**src/rtl/mcpu5_prog_loader_if.sv**
```systemverilog
// mcpu5_prog_loader_if: valid/ready program-load channel into the MCPU5 program memory
interface mcpu5_prog_loader_if;
  logic       ld_valid;
  logic [5:0] ld_data;
  logic       ld_last;
  logic       ld_ready;
  modport master (output ld_valid, ld_data, ld_last, input ld_ready);
  modport slave (input ld_valid, ld_data, ld_last, output ld_ready);
endinterface

```
**src/rtl/mcpu5_prog_loader.sv**
```systemverilog
// mcpu5_prog_loader: loadable MCPU5 program memory that pads, holds the core in reset, then serves fetches
module mcpu5_prog_loader #(
  parameter int          DEPTH    = 64,
  parameter logic [5:0]  PAD_WORD = 6'b000000,
  parameter int          RST_HOLD = 2,
  localparam int         AW       = $clog2(DEPTH)
) (
  input  logic                 clk,
  input  logic                 reset,
  mcpu5_prog_loader_if.slave   ld,
  input  logic                 reload,
  input  logic [7:0]           addr,
  output logic [5:0]           instr,
  output logic                 cpu_reset,
  output logic [8:0]           prog_len
);
  typedef enum logic [1:0] {LOAD, PAD, HOLD, RUN} state_t;
  state_t        state_q, state_d;
  logic [AW:0]   wr_ptr_q, wr_ptr_d;
  logic [8:0]    prog_len_q, prog_len_d;
  logic [3:0]    hold_cnt_q, hold_cnt_d;
  logic          ld_ready_q, ld_ready_d;
  logic          cpu_reset_q, cpu_reset_d;
  logic [5:0]    mem [DEPTH];
  logic          we;
  logic [5:0]    wdata;
  logic          accept, at_end;
  assign accept    = state_q == LOAD && ld.ld_valid && ld_ready_q;
  assign at_end    = wr_ptr_q == (AW+1)'(DEPTH - 1);
  assign ld.ld_ready = ld_ready_q;
  assign cpu_reset = cpu_reset_q;
  assign prog_len  = prog_len_q;
  assign instr     = (state_q == RUN && {1'b0, addr} < 9'(DEPTH)) ? mem[addr[AW-1:0]] : PAD_WORD;
  always_comb begin
    state_d     = state_q;
    wr_ptr_d    = wr_ptr_q;
    prog_len_d  = prog_len_q;
    hold_cnt_d  = hold_cnt_q;
    ld_ready_d  = ld_ready_q;
    cpu_reset_d = cpu_reset_q;
    we          = 1'b0;
    wdata       = ld.ld_data;
    case (state_q)
      LOAD: if (accept) begin
        we         = 1'b1;
        wr_ptr_d   = wr_ptr_q + 1'b1;
        prog_len_d = prog_len_q + 1'b1;
        if (at_end || ld.ld_last) begin
          state_d    = at_end ? HOLD : PAD;
          ld_ready_d = 1'b0;
        end
      end
      PAD: begin
        we       = 1'b1;
        wdata    = PAD_WORD;
        wr_ptr_d = wr_ptr_q + 1'b1;
        state_d  = at_end ? HOLD : PAD;
      end
      HOLD: begin
        hold_cnt_d = hold_cnt_q + 1'b1;
        if (hold_cnt_q == 4'(RST_HOLD - 1)) begin
          state_d     = RUN;
          hold_cnt_d  = '0;
          cpu_reset_d = 1'b0;
        end
      end
      RUN: if (reload) begin
        state_d     = LOAD;
        wr_ptr_d    = '0;
        prog_len_d  = '0;
        cpu_reset_d = 1'b1;
        ld_ready_d  = 1'b1;
      end
    endcase
  end
  always_ff @(posedge clk) begin
    if (reset) begin
      state_q     <= LOAD;
      wr_ptr_q    <= '0;
      prog_len_q  <= '0;
      hold_cnt_q  <= '0;
      ld_ready_q  <= 1'b1;
      cpu_reset_q <= 1'b1;
    end else begin
      state_q     <= state_d;
      wr_ptr_q    <= wr_ptr_d;
      prog_len_q  <= prog_len_d;
      hold_cnt_q  <= hold_cnt_d;
      ld_ready_q  <= ld_ready_d;
      cpu_reset_q <= cpu_reset_d;
    end
  end
  always_ff @(posedge clk)
    if (we && !reset) mem[wr_ptr_q[AW-1:0]] <= wdata;
endmodule

```
**src/flat_wrapper.sv**
```systemverilog
// flat-port wrapper written by rule: the top's interface ports become plain ports
module mcpu5_prog_loader_flat 
#(
  parameter int          DEPTH    = 64,
  parameter logic [5:0]  PAD_WORD = 6'b000000,
  parameter int          RST_HOLD = 2,
  localparam int         AW       = $clog2(DEPTH)
)
  (clk, reset, reload, addr, instr, cpu_reset, prog_len, ld_ld_valid, ld_ld_data, ld_ld_last, ld_ld_ready);
  mcpu5_prog_loader_if ld_i ();
  input  logic clk;
  input  logic reset;
  input  logic reload;
  input  logic [7:0] addr;
  output logic [5:0] instr;
  output logic cpu_reset;
  output logic [8:0] prog_len;
  input wire logic [$bits(ld_i.ld_valid)-1:0] ld_ld_valid;
  input wire logic [$bits(ld_i.ld_data)-1:0] ld_ld_data;
  input wire logic [$bits(ld_i.ld_last)-1:0] ld_ld_last;
  output wire logic [$bits(ld_i.ld_ready)-1:0] ld_ld_ready;
  assign ld_i.ld_valid = ld_ld_valid;
  assign ld_i.ld_data = ld_ld_data;
  assign ld_i.ld_last = ld_ld_last;
  assign ld_ld_ready = ld_i.ld_ready;
  mcpu5_prog_loader #(.DEPTH(DEPTH), .PAD_WORD(PAD_WORD), .RST_HOLD(RST_HOLD)) u_core (.clk(clk), .reset(reset), .ld(ld_i), .reload(reload), .addr(addr), .instr(instr), .cpu_reset(cpu_reset), .prog_len(prog_len));
endmodule
```
**config.mk**
```make
export PLATFORM = sky130hd
export DESIGN_NAME = mcpu5_prog_loader_flat
export DESIGN_NICKNAME = d
export VERILOG_FILES = /design/src/rtl/mcpu5_prog_loader_if.sv /design/src/rtl/mcpu5_prog_loader.sv /design/src/flat_wrapper.sv
export SDC_FILE = /design/constraint.sdc
export NUM_CORES = 1
export LEC_CHECK = 0
export BUFFER_PORTS_ARGS = -buffer_cell sky130_fd_sc_hd__buf_2
export CORE_ASPECT_RATIO = 0.8
export CORE_MARGIN = 8
export CORE_UTILIZATION = 49
export DETAILED_ROUTE_END_ITERATION = 10
export RECOVER_POWER = 25
export SYNTH_ARGS = -nofsm -noshare
export SYNTH_HDL_FRONTEND = slang
export SYNTH_SLANG_ARGS = --single-unit
```
**constraint.sdc**
```tcl
create_clock -name clk -period 2.6 [get_ports clk]
set_input_delay 0.26 -clock clk [delete_from_list [all_inputs] [get_ports clk]]
set_output_delay 0.26 -clock clk [all_outputs]
set_load 0.01 [all_outputs]
```
======== Word level (Yosys, flattened, before mapping) ========
Memory sizes are Yosys's and may differ from the RTL's.
Index checks and enable logic that the tools add are counted.
operators by class
  add/subtract/negate cells ............... 3
  order comparisons ....................... 1
  eq/ne operators ......................... 9
  mux-type cells .......................... 25
  reduce and logical (&&, ||, !) cells .... 15
operators by type and width
  cell                   number
  $pmux W7 S3            1
  $mux W9                2
  $pmux W9 S2            1
  $mux W7                2
  $mux W6                2
  $mux W2                5
  $add A9 B1 Y9 const B  1
  $reduce_and A3 Y1      3
  $lt A8 B7 Y1 const B   1
  $pmux W2 S4            1
  $reduce_and A4 Y1      2
  $add A7 B1 Y7 const B  1
  $eq A7 B6 Y1 const B   1
  $mux W1                7
  $pmux W1 S2            3
  $add A4 B1 Y4 const B  1
  $eq A2 B2 Y1 const B   2
  $eq A4 B1 Y1 const B   1
  $logic_and A1 B1 Y1    4
  $mux W4                1
  $ne A2 B1 Y1 const B   2
  $ne A2 B2 Y1 const B   2
  $reduce_bool A2 Y1     2
  $reduce_bool A3 Y1     1
  4 further kinds        4
storage, ports and cells
  register bits ........................... 24
  bits in writable memories ............... 384
  input bits .............................. 19
  logic and storage cells ................. 60
  memories kept ........................... 1
memories
  name        words  width  read ports  clocked after Yosys merged registers in  wr ports  RTL line                 text
  u_core.mem  64     6      1           0                                        1         mcpu5_prog_loader.sv:24  logic [5:0] mem [DEPTH];

======== Longest topological paths before layout ========
  depth in word-level cells ............... 8
  gate-level depth with buffers ........... 9
  depth with buffers taken out ............ 6

======== Least setup slack after synthesis ========
OpenSTA, ideal clock, no wires.
  kind .................................... input to output
  from .................................... in addr[0]
  to ...................................... out instr[2]
  arrival time ............................ 1819 ps
  required time ........................... 2340 ps
  path slack .............................. 521 ps
  stages on the path ...................... 7
  buffers on the path ..................... 3
  cell sequence ........................... buf_6 buf_6 buf_2 mux4_2 mux2i_1 nand2_1 a32o_1
on the way
  word-level cells in the longest chain between the ends .. 3
ends and longest elaborated chain
  what                                                    RTL line                 text
  start: declaration                                      flat_wrapper.sv:14       input logic [7:0] addr;
  branches (longest 2 deep; another with $mem_v2 Z64 W6)  n/a
  $mux W6 (*)                                             mcpu5_prog_loader.sv:33  assign instr = (state_q == RUN && {1'b0, addr} < 9'(DEPTH)) ? mem[addr[AW-1:0]] : PAD_WORD;
  end: declaration                                        flat_wrapper.sv:15       output logic [5:0] instr;
Every way passes the cells marked *.

======== Worst setup path after layout ========
  from .................................... mem u_core.mem[47][3]
  to ...................................... out instr[3]
on the way
  word-level cells in the longest chain between the ends .. 2
ends and longest elaborated chain
  what                RTL line
  start: declaration  mcpu5_prog_loader.sv:24
  $mem_v2 Z64 W6      n/a
  $mux W6             mcpu5_prog_loader.sv:33
Every way passes these cells.

==> impl_metrics.toml <==
[clocking]
cts_inserted_buffers = 41
clock_latency_ns = 0.55
ctsHoldBuffers = 0
clock_sinks = 408
cts_tree = "built"
cts_buffer_depth = 3
ctsRootBufferMaster = "clkbuf_16"
clk_pin_slew_ns = 0.06
cts-htree-levels = 2

[grt]
grt_pass1_wl_um = 57590
antenna_found_initial = 0
grt_max_degree = 65
grt_usage_pct = 20.00
grt_overflow = 0
first_global_vias = 8955

[floorplan]
core-area_mm2 = 0.03256
chipWidth_um = 219.6
row_count = 59
die_height_um = 178.9
io_pins = 36
start_util_pct = 49.91
die_area_mm2 = 0.03928

[setup_path]
r2r_end = "u_core.mem[56][1]"
arrival_ns = 2.54
max_stage_delay_ns = 0.52
path_depth = 6
crit_family = "multiplexers"
crit_end = "instr[3]"
worstSetupPathType = "register to output pin"
slowest_stage = "mux4_2"
cp_num_buf_inv = 1
reg2reg_slack_ns = 0.05
start_kind = "register"
crit_fanout = 1
crit_top_cell = "mux4_2"
rr_startpoint = "u_core.state_q[1]"
path_cells = "mux4_2 -> mux4_2 -> nor2b_4 -> a2111oi_4 -> a41o_1 -> buf_6"
critPathRequiredTime_ns = 2.34
critPathLaunch = "u_core.mem[47][3]"
cp-end-kind = "output pin"
ff2ff_path_depth = 6

[finish]
drive_above_1_share_pct = 30.34
antenna_cells = 0
layout_commonest_cell = "edfxtp_1"
nNetsFinal = 1015
syn2layout_area_growth_pct = 16.63
final_cell_mix = "384 x edfxtp_1, 94 x mux4_2, 91 x buf_4"
utilization_pct = 58.21

[timing]
max_slew_margin_pct = 47.23
period_share_pct = 107.8
max_freq_mhz = 356.7
slew_violations = 0
fin_setup_tns_ns = -0.2031
setup_viol = 1
finalCriticalPeriod_ns = 2.803
hold_viol_final = 0
tightest_slew_ns = 0.7916
grt_setup_unrepaired = "yes"
fin_ws_ns = -0.2031
finClkSkew_ns = 0.01136

[worst_hold_path]
worstHoldPathType = "input pin to register"

[logic_synthesis]
ys.flop_type = "edfxtp_1"
async_flop_share_pct = 0
syn-instance-count = 863
syn-num-nets = 884
seq_area_frac_synth_pct = 73.93
yosys_warnings = 0
synth_area_per_cell_um2 = 18.83
ys_ff_latch = 408
synth_edf_count = 384
synth_cell_types = 52
syn_area_mm2 = 0.01625

[power_and_ir_drop]
p_int_mw = 10.85
netSwitchingPower_mw = 2.942
pwr-share-comb_pct = 5.8
switching_share_pct = 21.33
pwr-share-seq_pct = 53.0
power.share.clock_pct = 41.2
leakagePower_nw = 6.189
p_per_area_mw_per_mm2 = 727.8
irDropWorstVdd_uv = 573.7

[route]
route.detailed.drc = 0
vias = 8694
highest_layer = "met4"
wl_met1_um = 16550
route.met2.wl_um = 17850
initialDrtViolationCount = 899
first_pass_iters = 6
wl_met3_um = 2946
wirelength_um = 38390
ant_nets = 0
wl_per_cell_um = 26.44
viasPerCell = 5.988

[place]
hpwl_um = 25050
io_buffers = 35
place.gp.congestion = 0.9025

[outcome]
status = "finished with violations"
violations = "setup timing"

[job]
drv_cap = 0
==> sequential cells by signal (all words and copies together) (netlist names) <==
signal and cells:
u_core.ld.ld_ready 1, u_core.prog_len 9, u_core.state_q 2, u_core.mem 384, u_core.wr_ptr_q 7, u_core.hold_cnt_q 4, u_core.cpu_reset 1
==> stage by stage <==
stage | total power, mW | instance area, um^2 | hold slack, ns | setup slack [ns] | instances
2_1_floorplan | 7.905 | 16250 | 0.4579 | 0.5207 | 863
3_3_place_gp | 8.215 | 17590 | 0.4305 | -0.02278 | 1378
3_5_place_dp | 8.244 | 17590 | 0.4341 | 0.004308 | 1378
4_1_cts | 13.88 | 18900 | 0.007767 | -0.1989 | 1452
5_1_grt | 14.21 | 18950 | 0.03869 | -0.2555 | 1452
6_report | 13.79 | 18950 | 0.03466 | -0.2031 | 1452
==> power by group through the flow <==
stage / registers (mW) / logic [mW] / clock network, mW
3_5_place_dp: 7.44 / 0.800 / 0
4_1_cts: 7.30 / 0.807 / 5.76
2_1_floorplan: 7.45 / 0.459 / 0
3_3_place_gp: 7.44 / 0.774 / 0
5_1_grt: 7.31 / 0.864 / 6.03
6_report: 7.31 / 0.805 / 5.68
==> logic make-up (layout without fill, tap and decap cells) <==
| group | after synthesis | in the layout | share of synthesized area [%] |
|---|---|---|---|
| AO/OA/AOI/OAI | 66 | 66 | 2.742 |
| XOR/XNOR | 11 | 11 | 0.5929 |
| adder cells (fa/ha/maj) | 2 | 2 | 0.1540 |
| buffers and inverters | 48 | 210 | 1.540 |
| flip-flops | 408 | 408 | 73.93 |
| multiplexers | 125 | 125 | 15.15 |
| AND/OR/NAND/NOR | 203 | 203 | 5.891 |
==> area by class of cell <==
class	count	area, um^2
timing repair buffer	135	1010
tap	427	534.3
sequential	408	12010
clock inverter	21	163.9
clock buffer	53	1124
multi-input combinational	407	4103
fill	2381	13600
inverter	1	3.754
==> metal layers <==
metal  vias to the layer above  GRT usage [%]
li1                       3751              -
met1                      4536          27.92
met2                       350          31.08
met3                        57          4.469
met4                         0          6.729
met5                         -              0
==> cells in the mapped netlist, drive strengths merged, types with 5 or more instances <==
master	n	area (um^2)
edfxtp	384	11530
mux4	95	2155
nor2	91	341.6
nand2	37	138.9
buf	30	182.7
dfxtp	24	480.5
mux2i	24	240.2
clkbuf	17	63.81
o21ai	15	75.07
a21oi	11	55.05
nor2b	11	68.82
nand2b	10	62.56
xor2	10	87.58
a211oi	8	60.06
and2	8	50.05
nand3	8	40.04
nand4	7	43.79
mux2	6	67.56
o22ai	6	37.54
nand3b	5	37.54
nor3	5	25.02
o221ai	5	43.79
or3	5	31.28
==> worst min-delay path by stage <==
stage / from / to / slack [ns] / cells after the start
CTS: reset / u_core.prog_len[1] / 0.008 / 2
global route: reset / u_core.hold_cnt_q[0] / 0.04 / 2
floorplan: u_core.wr_ptr_q[6] / u_core.wr_ptr_q[6] / 0.46 / 2
detailed placement: u_core.cpu_reset / u_core.cpu_reset / 0.43 / 1
global placement: u_core.cpu_reset / u_core.cpu_reset / 0.43 / 1
finish: reset / u_core.prog_len[1] / 0.03 / 2
==> timing repair <==
item / in CTS / in global routing
buffers inserted: 0 / 0
setup endpoints to repair: 6 / 33
endpoints found under the hold margin: 0 / 0
pin swaps: 0 / 6
gates resized for setup: 10 / 24
==> worst reg2reg max path, delay by kind of cell, from the launching register on <==
family / cells / cell delay [ns]
AND/OR/NAND/NOR: 3 / 1.17
buffers and inverters: 3 / 0.68
flip-flops: 1 / 0.33
No activity file was read; power rests on OpenSTA's default activity.
